`src/rtl/soduku_board_loader.sv`:
```
// rtl/soduku_board_loader.sv - packs 81 streamed BCD digits into the solver board and sequences its reset/done handshake.
module soduku_board_loader #(
   parameter int GRID_SIZE        = 9,
   parameter int CELL_W           = 4,
   parameter int SOLVE_RST_CYCLES = 2,
   parameter int TIMEOUT_CYCLES   = 1000000
) (
   input  logic                                   clk_in,
   input  logic                                   reset_n_in,
   input  logic [CELL_W-1:0]                      digit_in,
   input  logic                                   digit_valid_in,
   output logic                                   digit_ready_out,
   input  logic                                   clear_in,
   output logic [GRID_SIZE*GRID_SIZE*CELL_W-1:0]  board_out,
   output logic                                   solver_reset_out,
   input  logic                                   solver_done_in,
   output logic [6:0]                             cell_count_out,
   output logic                                   loaded_out,
   output logic                                   error_out,
   output logic                                   timeout_out
);

   localparam int CELLS   = GRID_SIZE * GRID_SIZE;
   localparam int BOARD_W = CELLS * CELL_W;

   typedef enum logic [1:0] {S_LOAD, S_KICK, S_WAIT, S_DONE} state_t;

   state_t             state_q, state_d;
   logic [BOARD_W-1:0] board_q, board_d;
   logic [6:0]         count_q, count_d;
   logic               error_q, error_d;
   logic [31:0]        kick_q, kick_d;
   logic               xfer;
   logic               bad_digit;
   logic [CELL_W-1:0]  digit_w;
`ifdef SOLVE_TIMEOUT_EN
   logic [31:0]        wd_q, wd_d;
   logic               timeout_q, timeout_d;
`endif

   assign xfer      = digit_valid_in && (state_q == S_LOAD);
   assign bad_digit = (digit_in > CELL_W'(9));
   assign digit_w   = bad_digit ? '0 : digit_in;

   always_comb begin
      state_d = state_q;
      board_d = board_q;
      count_d = count_q;
      error_d = error_q;
      kick_d  = kick_q;
`ifdef SOLVE_TIMEOUT_EN
      wd_d      = wd_q;
      timeout_d = timeout_q;
`endif
      if (clear_in) begin
         state_d = S_LOAD;
         board_d = '0;
         count_d = '0;
         error_d = 1'b0;
         kick_d  = '0;
`ifdef SOLVE_TIMEOUT_EN
         wd_d      = '0;
         timeout_d = 1'b0;
`endif
      end else begin
         case (state_q)
            S_LOAD: begin
               kick_d = '0;
               if (xfer) begin
                  for (int k = 0; k < CELLS; k++) begin
                     if (count_q == 7'(k))
                        board_d[BOARD_W-1-CELL_W*k -: CELL_W] = digit_w;
                  end
                  if (bad_digit)
                     error_d = 1'b1;
                  count_d = count_q + 7'd1;
                  if (count_q == 7'(CELLS-1))
                     state_d = S_KICK;
               end
            end
            S_KICK: begin
               if (kick_q == 32'(SOLVE_RST_CYCLES-1)) begin
                  state_d = S_WAIT;
`ifdef SOLVE_TIMEOUT_EN
                  wd_d    = '0;
`endif
               end else begin
                  kick_d = kick_q + 32'd1;
               end
            end
            S_WAIT: begin
               if (solver_done_in) begin
                  state_d = S_DONE;
`ifdef SOLVE_TIMEOUT_EN
               end else if (wd_q == 32'(TIMEOUT_CYCLES-1)) begin
                  state_d   = S_DONE;
                  timeout_d = 1'b1;
               end else begin
                  wd_d = wd_q + 32'd1;
`endif
               end
            end
            S_DONE:  state_d = S_DONE;
            default: state_d = S_LOAD;
         endcase
      end
   end

   always_ff @(posedge clk_in or negedge reset_n_in) begin
      if (!reset_n_in) begin
         state_q <= S_LOAD;
         board_q <= '0;
         count_q <= '0;
         error_q <= 1'b0;
         kick_q  <= '0;
`ifdef SOLVE_TIMEOUT_EN
         wd_q      <= '0;
         timeout_q <= 1'b0;
`endif
      end else begin
         state_q <= state_d;
         board_q <= board_d;
         count_q <= count_d;
         error_q <= error_d;
         kick_q  <= kick_d;
`ifdef SOLVE_TIMEOUT_EN
         wd_q      <= wd_d;
         timeout_q <= timeout_d;
`endif
      end
   end

   assign digit_ready_out  = (state_q == S_LOAD);
   assign solver_reset_out = (state_q == S_LOAD) || (state_q == S_KICK);
   assign loaded_out       = (state_q == S_DONE);
   assign board_out        = board_q;
   assign cell_count_out   = count_q;
   assign error_out        = error_q;
`ifdef SOLVE_TIMEOUT_EN
   assign timeout_out      = timeout_q;
`else
   assign timeout_out      = 1'b0;
`endif

endmodule

```
`config.mk`:
```
export PLATFORM = sky130hd
export DESIGN_NAME = soduku_board_loader
export DESIGN_NICKNAME = d
export VERILOG_FILES = /design/src/rtl/soduku_board_loader.sv
export SDC_FILE = /design/constraint.sdc
export NUM_CORES = 1
export LEC_CHECK = 0
export ABC_AREA = 1
export BUFFER_PORTS_ARGS = -buffer_cell sky130_fd_sc_hd__buf_2
export CAP_MARGIN = 40
export CORE_ASPECT_RATIO = 1.2
export CORE_MARGIN = 3
export CORE_UTILIZATION = 49
export CTS_CLUSTER_SIZE = 14
export DETAILED_ROUTE_END_ITERATION = 8
export HOLD_SLACK_MARGIN = 0.08
export PLACE_DENSITY = 0.77
export SLEW_MARGIN = 40
export SYNTH_ARGS = -nofsm -noshare
export SYNTH_HDL_FRONTEND = slang
export SYNTH_SLANG_ARGS = --single-unit
```
`constraint.sdc`:
```
create_clock -name clk_in -period 1.6 [get_ports clk_in]
set_input_delay 0.08 -clock clk_in [delete_from_list [all_inputs] [get_ports clk_in]]
set_output_delay 0.08 -clock clk_in [all_outputs]
set_load 0.02 [all_outputs]
```
==> results.py, run 1 <==
metrics = {
    "run_status": {
        "status": "finished, violations left",
        "violations": "setup timing",
    },
    "route": {
        "finalWirelength_um": 59300,
        "via_per_inst": 5.88,
        "drc": 0,
        "drt-initial-drc-count": 1614,
        "wl_per_cell_um": 22.9,
        "vias": 15200,
        "final_antenna_net_count": 0,
        "drt_first_pass_iters": 7,
    },
    "placed_design": {
        "place_ws_ns": -0.460,
        "place_area_sq_um": 18300,
        "dp_hpwl_um": 35700,
        "port_buffers": 343,
        "gp_congestion": 0.977,
    },
    "worst_setup_path": {
        "cp_max_fo": 8,
        "crit_type": "flip-flop to flip-flop",
        "r2r_start": "cell_count_out[2]",
        "r2r_setup_slack_ns": -0.24,
        "start_kind": "flip-flop",
        "crit_required_ns": 1.99,
        "cp.arrival_ns": 2.22,
        "r2r_cells": 8,
        "end_kind": "flip-flop",
        "r2r_end": "board_out[178]",
    },
    "synthesis": {
        "async_reset_ff_share_pct": 100,
        "yosys-top-cells-area": "dfrtp_1 (62%), nand2_1 (12%), o21ai_0 (9.7%)",
        "synth_edf_count": 0,
        "synth_seq_area_share_pct": 61.9,
        "syn_area_sq_um": 14800,
        "synth_seq_cells": 366,
        "syn_nets": 1644,
        "syn_inst": 1629,
        "synth_ff_type": "dfrtp_1",
        "synth_top_cell_area_share_pct": 61.9,
        "syn_avg_cell_area_sq_um": 9.09,
        "ys_types": 32,
        "yosys.area.top_type": "dfrtp_1",
        "ys.warnings.count": 0,
    },
    "cells_and_area": {
        "n_antenna_cell": 0,
        "regArea_sq_um": 9170,
        "final_nets": 2191,
        "fillers": 1884,
        "multi_input_area_sq_um": 6700,
        "syn_to_final_growth_pct": 48.5,
        "final_cell_area_sq_um": 22000,
        "drive_gt1_share_pct": 42.1,
    },
    "sta": {
        "setup-violations-final": 257,
        "finalWorstSetupSlack_ns": -0.235,
        "worstMarginPinSlew_ns": 0.632,
        "maxSlewHeadroom_pct": 57.8,
        "skew_ns": 0.0175,
        "maxSlewViolCount": 0,
        "min_period_over_period_pct": 115,
        "hold_viol_final": 0,
        "max_freq_mhz": 545,
        "grt_setup_unrepaired": "true",
        "finalCriticalPeriod_ns": 1.84,
    },
    "power_and_ir_drop": {
        "p_leak_nw": 10.9,
        "power_density_nw_per_um2": 1120,
        "irDropWorstVdd_mv": 1.16,
    },
    "hold_path": {
        "min_from": "digit_in[1]",
        "hold_depth": 4,
        "hold_path_end": "board_out[125]",
        "hp-class": "input port to flip-flop",
    },
    "die": {
        "die_y_um": 196,
        "io_pins": 345,
        "die_x_um": 165,
        "start_util_pct": 49.9,
        "die_area_sq_um": 32300,
        "std_cell_rows": 69,
        "core-area_sq_um": 29700,
    },
    "clocking": {
        "h-tree-depth": 2,
        "numCtsBuffers": 37,
        "cts.sinks": 366,
        "clk_pin_slew_worst_paths_ns": 0.07,
        "clock_tree.buffer_depth": 3,
        "cts_tree": "yes",
        "root_buffer": "clkbuf_16",
        "worstSkewPairLatency_ns": 0.54,
    },
    "grt": {
        "grt_use_met1_pct": 41.0,
        "grt_usage_pct": 33.2,
        "grt_pass1_wl_um": 83200,
        "antenna_found_initial": 2,
        "grt_busiest_layer": "met2",
        "use_met2_pct": 53.6,
        "first_global_vias": 14500,
        "grt_start_max_net_pins": 68,
        "use_met3_pct": 7.32,
        "grt_overflow": 0,
    },
    "run": {
        "maxCapViolations": 0,
    },
}
[flip-flops by register name, summed over array words and instances (netlist names)]
register,cells
state_q,2
board_out,324
error_out,1
kick_q,32
cell_count_out,7
[metrics by stage]
step | hold slack (ns) | utilization, % | std cells | total power [mW] | TNS [ns]
after global placement | 0.0113 | 61.7 | 2472 | 14.0 | -35.26
after floorplan | -0.216 | - | 1629 | 12.2 | -2.07
after detailed placement | 0.0122 | 61.7 | 2472 | 14.1 | -45.72
after global routing | 0.150 | 74.0 | 2592 | 25.2 | -38.02
after CTS | 0.109 | 69.7 | 2571 | 23.6 | -6.48
final | 0.138 | 74.0 | 2592 | 24.6 | -20.33
[critical path, stage by stage (launching register included)]
cell     delay [ns]
dfrtp_2        0.44
inv_2          0.11
nor2_2         0.21
inv_2          0.13
nor2_4         0.29
buf_6          0.15
a21oi_2        0.10
nand2_1        0.14
o21ai_0        0.12
[final cells by class]
type / instances / share of cell area, %
clock buffer: 52 / 4.98
clock inverter: 13 / 0.945
inverter: 65 / 1.20
multi-input combinational: 1136 / 30.5
sequential: 366 / 41.7
tap: 390 / 2.22
timing repair buffer: 570 / 18.5
[cell usage after synthesis (2+ instances only)]
cell type / n
dfrtp_1: 366
a31oi_1: 5
o21ai_0: 286
a21oi_1: 75
nand3_1: 74
nor2_2: 13
buf_2: 10
or2_2: 13
a21oi_2: 4
clkbuf_1: 44
buf_1: 7
nand2_2: 2
nor3_1: 6
o21ai_1: 31
nor2_4: 2
nand2_1: 485
ha_1: 6
inv_1: 63
nand4_1: 31
nor2_1: 94
[logic make-up (layout without fill, tap and decap cells)]
logic type      count (synthesis)  count (layout)  synth area share, %
simple gates                  725             725                 20.4
compound gates                404             404                 13.9
flops                         366             366                 61.9
buf+inv                       127             700                 3.35
fa+ha+maj                       6               6                0.507
other cells                     1               1               0.0253
[layout by cell type, fill, tap and decap left out, types with 47 or more instances in the layout]
cell type,n
inv_1,47
nand2_2,65
nor2_1,75
dfrtp_1,356
buf_6,61
o21ai_0,110
nand2_1,406
buf_2,341
buf_4,127
a21oi_4,48
o21ai_1,169
[worst max-delay path by stage]
| stage | slack, ns | cells after the start | end | from |
|---|---|---|---|---|
| 5_1_grt | -0.32 | 7 | board_out[51] | cell_count_out[2] |
| 3_5_place_dp | -0.46 | 9 | board_out[159] | cell_count_out[1] |
| 6_report | -0.24 | 8 | board_out[178] | cell_count_out[2] |
| 4_1_cts | -0.11 | 11 | board_out[287] | cell_count_out[1] |
| 3_3_place_gp | -0.41 | 9 | board_out[28] | cell_count_out[1] |
| 2_1_floorplan | -0.05 | 8 | board_out[204] | cell_count_out[1] |
[where the power goes]
part           internal [mW]  switching, mW  total (mW)
clock                   5.61           3.80        9.41
sequential              9.82          0.411        10.2
combinational           1.68           3.26        4.95
[repair_timing]
action,CTS,global route
setup endpoints to repair,331,344
resized for setup,187,434
cloned,0,2
setup buffers,31,40
hold endpoints to repair,391,0
pin swaps,19,153
hold buffers,9,0
[layer usage]
layer	part of all wire [%]	up-vias
met3	8.8	293
met2	48	991
met5	0.039	-
met1	36	7435
li1	-	6515
met4	7.3	4
Note: power is estimated with default switching activity, not from simulation.
==> inputs of run 2 (changes only) <==
--- a/config.mk
+++ b/config.mk
@@ -9,9 +9,8 @@
 export BUFFER_PORTS_ARGS = -buffer_cell sky130_fd_sc_hd__buf_2
 export CAP_MARGIN = 40
 export CORE_ASPECT_RATIO = 1.2
-export CORE_MARGIN = 3
 export CORE_UTILIZATION = 49
-export CTS_CLUSTER_SIZE = 14
+export CTS_CLUSTER_SIZE = 30
 export DETAILED_ROUTE_END_ITERATION = 8
 export HOLD_SLACK_MARGIN = 0.08
 export PLACE_DENSITY = 0.77
==> run 2 against run 1 <==
Net effect:
- the flow still finishes with violations (setup timing)
- clock power shrank 8.5%
- clock-buffer cell count grew 1
- core utilization shrank 1.6 points
- die area shrank 4.4%
- critical path depth grew 3
- register-to-register slack is essentially flat
- wire length shrank 7.6%
- worst hold slack lost 0.062 ns
- setup slack lost 0.0066 ns
- sequential cell count is the same
- non-clock buffer count shrank 33
- highest routed layer is now met4
==> results.py, run 2 (synthesis gave the netlist of run 1 again) <==
metrics = {
    "clocking": {
        "cts_tree": "yes",
        "cts.sinks": 366,
        "h-tree-depth": 2,
        "numCtsBuffers": 37,
        "worstSkewPairLatency_ns": 0.56,
        "clk_pin_slew_worst_paths_ns": 0.07,
        "root_buffer": "clkbuf_16",
        "clock_tree.buffer_depth": 3,
    },
    "sta": {
        "skew_ns": 0.0284,
        "setup-violations-final": 264,
        "grt_setup_unrepaired": "true",
        "finalWorstSetupSlack_ns": -0.242,
        "min_period_over_period_pct": 115,
        "maxSlewHeadroom_pct": 55.4,
        "maxSlewViolCount": 0,
        "max_freq_mhz": 543,
        "worstMarginPinSlew_ns": 0.664,
        "whs_ns": 0.0760,
        "finalCriticalPeriod_ns": 1.84,
        "hold_viol_final": 0,
    },
    "placed_design": {
        "port_buffers": 343,
        "place_ws_ns": -0.302,
        "dp_hpwl_um": 34400,
        "gp_congestion": 1.01,
    },
    "grt": {
        "grt_busiest_layer": "met2",
        "grt_start_max_net_pins": 60,
        "grt_overflow": 0,
        "antenna_found_initial": 0,
        "grt_use_met1_pct": 39.1,
        "use_met3_pct": 7.11,
        "first_global_vias": 13600,
        "grt_pass1_wl_um": 77000,
        "grt_usage_pct": 32.5,
        "use_met2_pct": 53.3,
    },
    "worst_setup_path": {
        "end_kind": "flip-flop",
        "crit_path_cell_trace": "nor2_4 > nand2_8 > nor2_4 > buf_4 > nand2_4 > clkinvlp_4 > buf_6 > a21oi_4 > buf_6 > nand2_1 > o21ai_0",
        "start_kind": "flip-flop",
        "cp.arrival_ns": 2.23,
        "cp_slowest_cell": "dfrtp_1",
        "cp_max_fo": 8,
        "crit_required_ns": 1.99,
        "max_stage_delay_ns": 0.42,
        "crit_type": "flip-flop to flip-flop",
    },
    "route": {
        "drt_first_pass_iters": 8,
        "final_antenna_net_count": 0,
        "vias": 14600,
        "drc": 0,
        "wl_per_cell_um": 21.4,
        "finalWirelength_um": 54800,
        "drt-initial-drc-count": 1320,
        "via_per_inst": 5.72,
    },
    "die": {
        "core-area_sq_um": 29700,
        "io_pins": 345,
        "start_util_pct": 49.9,
        "die_y_um": 192,
        "std_cell_rows": 69,
        "die_area_sq_um": 30900,
        "die_x_um": 161,
    },
    "cells_and_area": {
        "largest_reg_flops": 324,
        "final_nets": 2158,
        "layout_commonest_cell": "nand2_1",
        "layout_common_cells": "nand2_1 (421), dfrtp_1 (362), buf_2 (341), o21ai_0 (161), o21ai_1 (130)",
        "syn_to_final_growth_pct": 45.2,
        "n_antenna_cell": 0,
        "drive_gt1_share_pct": 39.9,
        "final_util_pct": 72.4,
    },
    "run_status": {
        "violations": "setup timing",
        "status": "finished, violations left",
    },
    "power_and_ir_drop": {
        "power_mw": 23.8,
        "p_leak_nw": 10.6,
        "power_density_nw_per_um2": 1110,
        "irDropWorstVdd_mv": 0.976,
    },
    "hold_path": {
        "hp-class": "input port to async pin",
    },
    "run": {
        "maxCapViolations": 0,
    },
}
[run 2: final timing paths]
path	to	depth (start not counted)	slack, ns	from
setup / recovery	board_out[318]	11	-0.24	state_q[1]
hold / removal	board_out[296]	2	0.08	reset_n_in
setup reg to reg	board_out[318]	11	-0.24	state_q[1]
hold reg to reg	board_out[9]	2	0.48	board_out[9]
max in group asynchronous	board_out[61]	3	0.81	reset_n_in
min in group clk_in	board_out[164]	4	0.12	digit_in[0]
[run 2: worst max-delay path: cells and delay by family (launching register included)]
family	cells	cell delay [ns]
compound gates	2	0.15
simple gates	5	0.59
buf+inv	4	0.51
flops	1	0.42
[run 2: per-layer routing]
layer	vias up	routed length (um)
met1	7118	19700
met3	218	4490
met4	0	3570
met2	813	27000
met5	-	0
li1	6467	-
[run 2: repair_timing]
item                                    in CTS  in global routing
gates resized for setup                    179                336
hold endpoints to repair                   371                  0
gates cloned                                 0                  3
endpoints found under the setup margin     311                357
hold buffers                                 5                  0
pin swaps                                   14                124
buffers inserted                            19                 28
[run 2: area by class of cell]
type                       count  area [sq um]
sequential                   366          9160
inverter                      65           282
timing repair buffer         537          3840
clock buffer                  53          1070
fill                        1985          8200
multi-input combinational   1136          6550
tap                          390           488
clock inverter                 9           111
[run 2: metrics by stage]
stage               cell area (sq um)  std cells  TNS [ns]
floorplan                       14800       1629     -2.07
global placement                18300       2461    -24.80
detailed placement              18300       2461    -37.62
CTS                             20300       2536     -7.77
global route                    21500       2556    -41.59
finish                          21500       2556    -25.53
[run 2: where the power goes]
| group | switching, mW | internal (mW) | total, mW |
|---|---|---|---|
| Clock | 3.77 | 4.85 | 8.61 |
| Combinational | 3.23 | 1.72 | 4.95 |
| Sequential | 0.401 | 9.82 | 10.2 |
| Total | 7.40 | 16.4 | 23.8 |
